## src/rtl/mult_32bit_pkg.sv

```systemverilog
`default_nettype none
// ============================================================================
// mult_32bit_pkg : shared widths, iteration count, FSM states, magnitude helper
// Revision: 1.0
// ============================================================================
package mult_32bit_pkg;

   localparam int WORD_WIDTH = 32;
   localparam int ITERATIONS = 32;
   localparam int CNT_WIDTH  = 6;
   localparam int ACC_WIDTH  = 2 * WORD_WIDTH + 1;

   typedef enum logic [1:0] {
      IDLE = 2'd0,
      RUN  = 2'd1,
      DONE = 2'd2
   } state_t;

   // Two's-complement magnitude; 0x80000000 maps to 2^31, which still fits unsigned.
   function automatic logic [WORD_WIDTH-1:0] magnitude(input logic [WORD_WIDTH-1:0] v,
                                                       input logic sgn);
      return (sgn && v[WORD_WIDTH-1]) ? (~v + 1'b1) : v;
   endfunction

endpackage

`default_nettype wire

```

## src/rtl/mult_32bit_step.sv

```systemverilog
`default_nettype none
// ============================================================================
// mult_32bit_step : one combinational shift-and-add iteration
// Revision: 1.0
// ============================================================================
module mult_32bit_step
   import mult_32bit_pkg::*;
(
   input  logic [ACC_WIDTH-1:0]  acc_i,
   input  logic [WORD_WIDTH-1:0] mcand_i,
   input  logic                  lsb_i,
   output logic [ACC_WIDTH-1:0]  acc_o
);

   logic [WORD_WIDTH:0] w_sum;

   // Upper half plus a 33-bit sum cannot overflow: the top bit is zero after each shift.
   assign w_sum = acc_i[ACC_WIDTH-1:WORD_WIDTH] + (lsb_i ? {1'b0, mcand_i} : '0);
   assign acc_o = {1'b0, w_sum, acc_i[WORD_WIDTH-1:1]};

endmodule

`default_nettype wire

```

## src/rtl/mult_32bit.sv

```systemverilog
`default_nettype none
// ============================================================================
// mult_32bit : iterative 32x32 -> 64 signed/unsigned multiplier, 32 cycles/op
// Revision: 1.0
// ============================================================================
module mult_32bit
   import mult_32bit_pkg::*;
#(
   parameter int WIDTH = 32
) (
   input  logic             clock_i,
   input  logic             reset_i,
   input  logic             start_i,
   input  logic             is_signed_i,
   input  logic [WIDTH-1:0] value1_i,
   input  logic [WIDTH-1:0] value2_i,
   output logic             busy_o,
   output logic             done_o,
   output logic [WIDTH-1:0] hi_o,
   output logic [WIDTH-1:0] lo_o
);

   state_t                 state_q, state_d;
   logic [CNT_WIDTH-1:0]   cnt_q, cnt_d;
   logic [ACC_WIDTH-1:0]   acc_q, acc_d;
   logic [WORD_WIDTH-1:0]  mcand_q, mcand_d;
   logic                   neg_q, neg_d;
   logic [WORD_WIDTH-1:0]  hi_q, hi_d;
   logic [WORD_WIDTH-1:0]  lo_q, lo_d;

   logic [ACC_WIDTH-1:0]    w_acc_next;
   logic [2*WORD_WIDTH-1:0] w_prod;
   logic [2*WORD_WIDTH-1:0] w_result;
   logic                    w_accept;

   mult_32bit_step u_step (
      .acc_i   (acc_q),
      .mcand_i (mcand_q),
      .lsb_i   (acc_q[0]),
      .acc_o   (w_acc_next)
   );

   assign w_prod   = w_acc_next[2*WORD_WIDTH-1:0];
   assign w_result = neg_q ? (~w_prod + 1'b1) : w_prod;
   assign w_accept = start_i && (state_q != RUN);

   always_comb begin
      state_d = state_q;
      cnt_d   = cnt_q;
      acc_d   = acc_q;
      mcand_d = mcand_q;
      neg_d   = neg_q;
      hi_d    = hi_q;
      lo_d    = lo_q;
      case (state_q)
         IDLE, DONE: begin
            state_d = IDLE;
            if (w_accept) begin
               state_d = RUN;
               cnt_d   = '0;
               mcand_d = magnitude(value1_i, is_signed_i);
               acc_d   = {{(WORD_WIDTH+1){1'b0}}, magnitude(value2_i, is_signed_i)};
               neg_d   = is_signed_i && (value1_i[WORD_WIDTH-1] ^ value2_i[WORD_WIDTH-1]);
            end
         end
         RUN: begin
            acc_d = w_acc_next;
            cnt_d = cnt_q + 1'b1;
            if (cnt_q == CNT_WIDTH'(ITERATIONS - 1)) begin
               state_d      = DONE;
               {hi_d, lo_d} = w_result;
            end
         end
         default: state_d = IDLE;
      endcase
   end

   always_ff @(posedge clock_i) begin
      if (reset_i) begin
         state_q <= IDLE;
         cnt_q   <= '0;
         acc_q   <= '0;
         mcand_q <= '0;
         neg_q   <= 1'b0;
         hi_q    <= '0;
         lo_q    <= '0;
      end else begin
         state_q <= state_d;
         cnt_q   <= cnt_d;
         acc_q   <= acc_d;
         mcand_q <= mcand_d;
         neg_q   <= neg_d;
         hi_q    <= hi_d;
         lo_q    <= lo_d;
      end
   end

   assign busy_o = (state_q == RUN);
   assign done_o = (state_q == DONE);
   assign hi_o   = hi_q;
   assign lo_o   = lo_q;

endmodule

`default_nettype wire

```

## config.mk

```make
export PLATFORM = sky130hd
export DESIGN_NAME = mult_32bit
export DESIGN_NICKNAME = d
export VERILOG_FILES = /design/src/rtl/mult_32bit_pkg.sv /design/src/rtl/mult_32bit_step.sv /design/src/rtl/mult_32bit.sv
export SDC_FILE = /design/constraint.sdc
export NUM_CORES = 1
export LEC_CHECK = 0
export CAP_MARGIN = 20
export CORE_ASPECT_RATIO = 0.8
export CORE_UTILIZATION = 45
export CTS_CLUSTER_DIAMETER = 60
export DETAILED_ROUTE_END_ITERATION = 10
export GPL_TIMING_DRIVEN = 0
export HOLD_SLACK_MARGIN = 0.06
export MAX_ROUTING_LAYER = met4
export PLACE_DENSITY = 0.67
export RECOVER_POWER = 25
export SYNTH_ARGS = -nofsm -noshare
export SYNTH_HDL_FRONTEND = slang
export SYNTH_SLANG_ARGS = --single-unit
```

## constraint.sdc

```tcl
create_clock -name clock_i -period 5.06 [get_ports clock_i]
set_input_delay 0.506 -clock clock_i [delete_from_list [all_inputs] [get_ports clock_i]]
set_output_delay 0.506 -clock clock_i [all_outputs]
set_load 0.02 [all_outputs]
```

After elaboration in Yosys (flattened, before gate mapping)
Index checks and enable logic that the tools add are counted.

storage, ports and cells
  word-level logic and storage cells = 43
  flip-flop bits (word level) = 170

cells by class
  add/subtract/negate cells = 5
  mux-type cells = 11
  bitwise operators = 4
  reduce and logical (&&, ||, !) cells = 10
  equal/unequal tests = 6

operators with widths
  operator               number
  $pmux 65 s2            1
  $mux 32                3
  $mux 65                1
  $add 32x1->32 const B  2
  $add 64x1->64 const B  1
  $mux 64                1
  $not 32->32            2
  $not 64->64            1
  $add 33x33->33         1
  $pmux 6 s2             1
  $add 6x1->6 const B    1
  $eq 6x5->1 const B     1
  $mux 6                 1
  $reduce_and 2->1       3
  $logic_and 1x1->1      4
  $ne 2x1->1 const B     2
  $pmux 2 s2             1
  $eq 2x1->1 const B     1
  $eq 2x2->1 const B     1
  $logic_not 2->1        1
  $mux 2                 1
  $ne 2x2->1 const B     1
  $reduce_bool 2->1      1
  $reduce_or 2->1        1
  other kinds (2)        2

Depth between registers and ports, before layout
Gate-level depths: netlist of the first run.

  depth after elaboration = 5
  mapped depth = 14

Hierarchy
A second synthesis of the first run with hierarchy kept.

second synthesis, totals
  cells, all modules = 1379
  area, all modules = 10993.0 sq um

by module, submodules not included
  module           cells each  times used  seq. area each (sq um)  area each (sq um)
  mult_32bit       1055        1           3403.3                  8768.4
  mult_32bit_step  324         1           0.0                     2224.6

Worst setup path after synthesis of the first run
OpenSTA, ideal clock, no wires.

  kind = reg2reg
  from = register acc_q[0]
  to = register hi_q[26] (netlist: hi_o[26])
  stages on the path, launching flop included = 14
  clock period less this slack = 3.825 ns
  required time = 4.938 ns
  setup time = 0.122 ns
  data arrival time = 3.703 ns
  path slack = 1.235 ns
  cells stage by stage = dfxtp_1 clkbuf_1 and2_1 ha_1 fa_1 a211oi_1 o21ai_1 nand4_1 a21oi_1 or4_1 and2_0 or3_1 or4_1 a311o_1

between the ends
  word-level cells in the longest chain between the ends = 5

RTL lines
  item                    line                   text
  from (decl)             mult_32bit.sv:25       logic [ACC_WIDTH-1:0] acc_q, acc_d;
  from (signal assigned)  mult_32bit.sv:82       acc_q <= '0;
  from (signal assigned)  mult_32bit.sv:90       acc_q <= acc_d;
  $mux 32 (*)             mult_32bit_step.sv:18  assign w_sum = acc_i[ACC_WIDTH-1:WORD_WIDTH] + (lsb_i ? {1'b0, mcand_i} : '0);
  $add 33x33->33 (*)      mult_32bit_step.sv:18
  $not 64->64             mult_32bit.sv:44       assign w_result = neg_q ? (~w_prod + 1'b1) : w_prod;
  $add 64x1->64           mult_32bit.sv:44
  $mux 64 (*)             mult_32bit.sv:44
  to (signal assigned)    mult_32bit.sv:93       hi_q <= hi_d;
  to (decl)               mult_32bit.sv:28       logic [WORD_WIDTH-1:0] hi_q, hi_d;

Mark *: on every way between the ends. The rest lies on a longest branch, timed or not.
A chain may end at the register's enable or synchronous reset.

Worst setup path after layout of the first run
  from = register acc_q[0]
  to = register hi_q[29] (netlist: hi_o[29])

Same word-level chain as after synthesis.

==> results of run 1 <==
final cells by class:
type / instances / area [µm²]
fillers: 2287 / 10300
multi-input cells: 1103 / 7010
flip-flops and latches: 169 / 3380
repair buffers: 132 / 1320
clock buffers: 17 / 425
well taps: 312 / 390
plain buffers: 92 / 357
clock inverters: 15 / 180
inverters: 14 / 52.6
diodes: 2 / 5.00
sequential cells by signal (all words and copies together) (netlist names):
signal and flops:
lo_o 32, state_q 2, mcand_q 32, neg_q 1, hi_o 32, acc_q 64
cnt_q 6
through the flow:
stage                     instances  instance area [µm²]   util  hold slack, ps  worst slack (ps)
after floorplan                1378                10800      -             432              1230
after global placement         1822                12500  0.533             440               586
after detailed placement       1822                12500  0.533             448               538
after CTS                      1854                13100  0.559             458               512
after global routing           1855                13100  0.559             496               197
final                          1856                13100  0.559             456               438
power by group:
part           internal [mW]  switching [mW]
sequential              1.38          0.0617
combinational          0.212           0.351
clock                  0.746           0.610
layer usage:
metal | global-route usage | share of wire | vias to the layer above
li1 | - | - | 5331
met5 | - | 0 | -
met4 | 0.0577 | 0.0085 | 0
met1 | 0.455 | 0.52 | 5073
met3 | 0.0591 | 0.089 | 22
met2 | 0.390 | 0.39 | 429
Yosys cell counts, drive strengths merged, types with 4 or more instances:
cell | number | area (µm²)
o41ai | 12 | 113
buf | 17 | 75.1
xor2 | 83 | 727
a311oi | 10 | 87.6
o21a | 7 | 52.6
a22oi | 60 | 450
a21o | 12 | 90.1
xnor2 | 42 | 368
nor2b | 8 | 50.1
nand4 | 22 | 150
a21boi | 5 | 37.5
nand2b | 8 | 50.1
clkbuf | 75 | 282
a21oi | 105 | 537
or4 | 11 | 86.3
nand2 | 117 | 439
nand3 | 19 | 95.1
and2 | 44 | 275
or3 | 23 | 149
and3 | 4 | 25.0
dfxtp | 169 | 3380
nor2 | 184 | 693
or2 | 11 | 68.8
ha | 36 | 450
o21ai | 69 | 345
nor3 | 26 | 141
a211o | 4 | 35.0
nor4 | 17 | 140
o31ai | 23 | 173
a211oi | 87 | 658
inv | 14 | 52.6
o211ai | 4 | 30.0
worst paths after layout:
kind | cells past startpoint | slack, ps | endpoint
setup / recovery | 14 | 440 | hi_o[29]$_SDFFE_PP0P_
hold / removal | 2 | 460 | mcand_q[31]$_SDFFE_PP0P_
setup reg to reg | 14 | 440 | hi_o[29]$_SDFFE_PP0P_
hold reg to reg | 2 | 460 | mcand_q[31]$_SDFFE_PP0P_
kinds of logic (layout without fill, tap and decap cells):
group | Yosys count | count (layout)
other cells | 0 | 2
buf+inv | 106 | 270
simple gates | 511 | 511
mux | 3 | 3
flops | 169 | 169
xor+xnor | 125 | 125
fa+ha+maj | 37 | 37
compound gates | 427 | 427
worst max-delay path, cell delays in order, from the launching register on:
cell      delay (ps)
dfxtp_1          360
clkbuf_1         210
and2_1           210
ha_1             230
fa_1             440
a211oi_1         270
o21ai_1          230
nand4_1          310
a21oi_1          140
or4_1            470
a222oi_1         370
or4b_1           540
nor4_1           420
or3_1            200
a31oi_1           70
==> reports/results.txt, run 1 <==
outcome: finished clean
Final Wtd Congestion: 0.955
final WL: 35.8 mm
Synth Flop Type: dfxtp_1
leakage power: 4.84 nW
crit path launch type: flop
Tmin final: 4620 ps
die area: 24600 µm²
worst endpoint data arrival time: 4910 ps
worst r2r src: acc_q[0]$_SDFFE_PP0P_
root buffer cell: clkbuf_16
DR DRC count: 0
hold bufs inserted after CTS: 0
Antenna Violating Nets Remaining: 0
Avg WL per Cell: 19.3 µm
most frequent cells in the layout: nor2_1 (183), dfxtp_1 (169), nand2_1 (117)
Synth Area in XOR/XNOR: 0.101
Slew headroom: 0.380
ys async rst share: 0
PortBufs: 132
Pwr Density: 256 nW/µm²
Setup CP Type: reg2reg
largest family of logic cells by synthesized area: compound AO/OA/AOI/OAI gates
Mapped Cells: 1378
Synth Area in Adders: 0.0436
slew at the pin closest to its max-slew limit: 921 ps
first-pass GRT wire length: 55.2 mm
number of post-CTS setup repair buffers: 0
gr usage total: 0.296
Layout area overhead: 21.5%
total grt overflow: 0
core area: 23500 µm²
CTS tree: yes
Final setup viols: 0
layout cells sized above 1: 0.0473
Syn Std Cell Area: 10800 µm²
Max Freq: 216 MHz
EDFF count, synth: 0
clk_skew: 12.0 ps
worst skew pair latency: 440 ps
library cells used by synthesis: 78
syn_area_per_cell: 7.84 µm²
Num Clock Sinks: 169
CTS resizes: 0
hold wc startpoint: mcand_q[31]$_SDFFE_PP0P_
CTS H-tree depth: 4
Seq/Total Area, Yosys: 0.313
final hold vios: 0
syn nets: 1483
Final Max Tran Viols: 0
via/cell ratio: 5.85
vias in the first global route: 9680
Post-Synth Simple-Gate Area: 0.234
critical-path maximum fanout: 10
crit share post-route: 0.913
Die W: 175 µm
Site Rows: 50
RSZ-0062 raised after global routing: false
drt first pass iters: 6
Yosys reg bits: 169
WP data required: 5350 ps
largest net degree at the start of global routing: 18
Final HPWL DP: 28.5 mm
Initial Util: 0.460
Peak VDD IR: 236 µV
drt initial violations: 1053
commonest non-fill, non-tap cell in the layout: nor2_1
mux cell area share after synthesis: 0.00278
Max-Cap Viols: 0
worst setup path startpoint: acc_q[0]$_SDFFE_PP0P_
antenna violations before repair: 2
crit end category: flop
PnR Total Power: 3.36 mW
Compound-Gate Fraction of Synth Area: 0.267
Die Y-Extent: 141 µm
IO Pins: 134
CTS max path bufs: 2
Layout Nets: 1634
Via Count: 10855
Worst Hold Class: reg2reg
cts bufs inserted: 17
Syn. warnings: 0
Worst-path clk slew: 70 ps
total negative setup slack: 0 ps
(Power assumes the default switching activity.)
==> inputs of run 2 (changes only) <==
SLEW_MARGIN = 5   (was not set)
==> results of run 2 <==
Same layout as run 1: the final DEF is identical, and so are final timing and power.
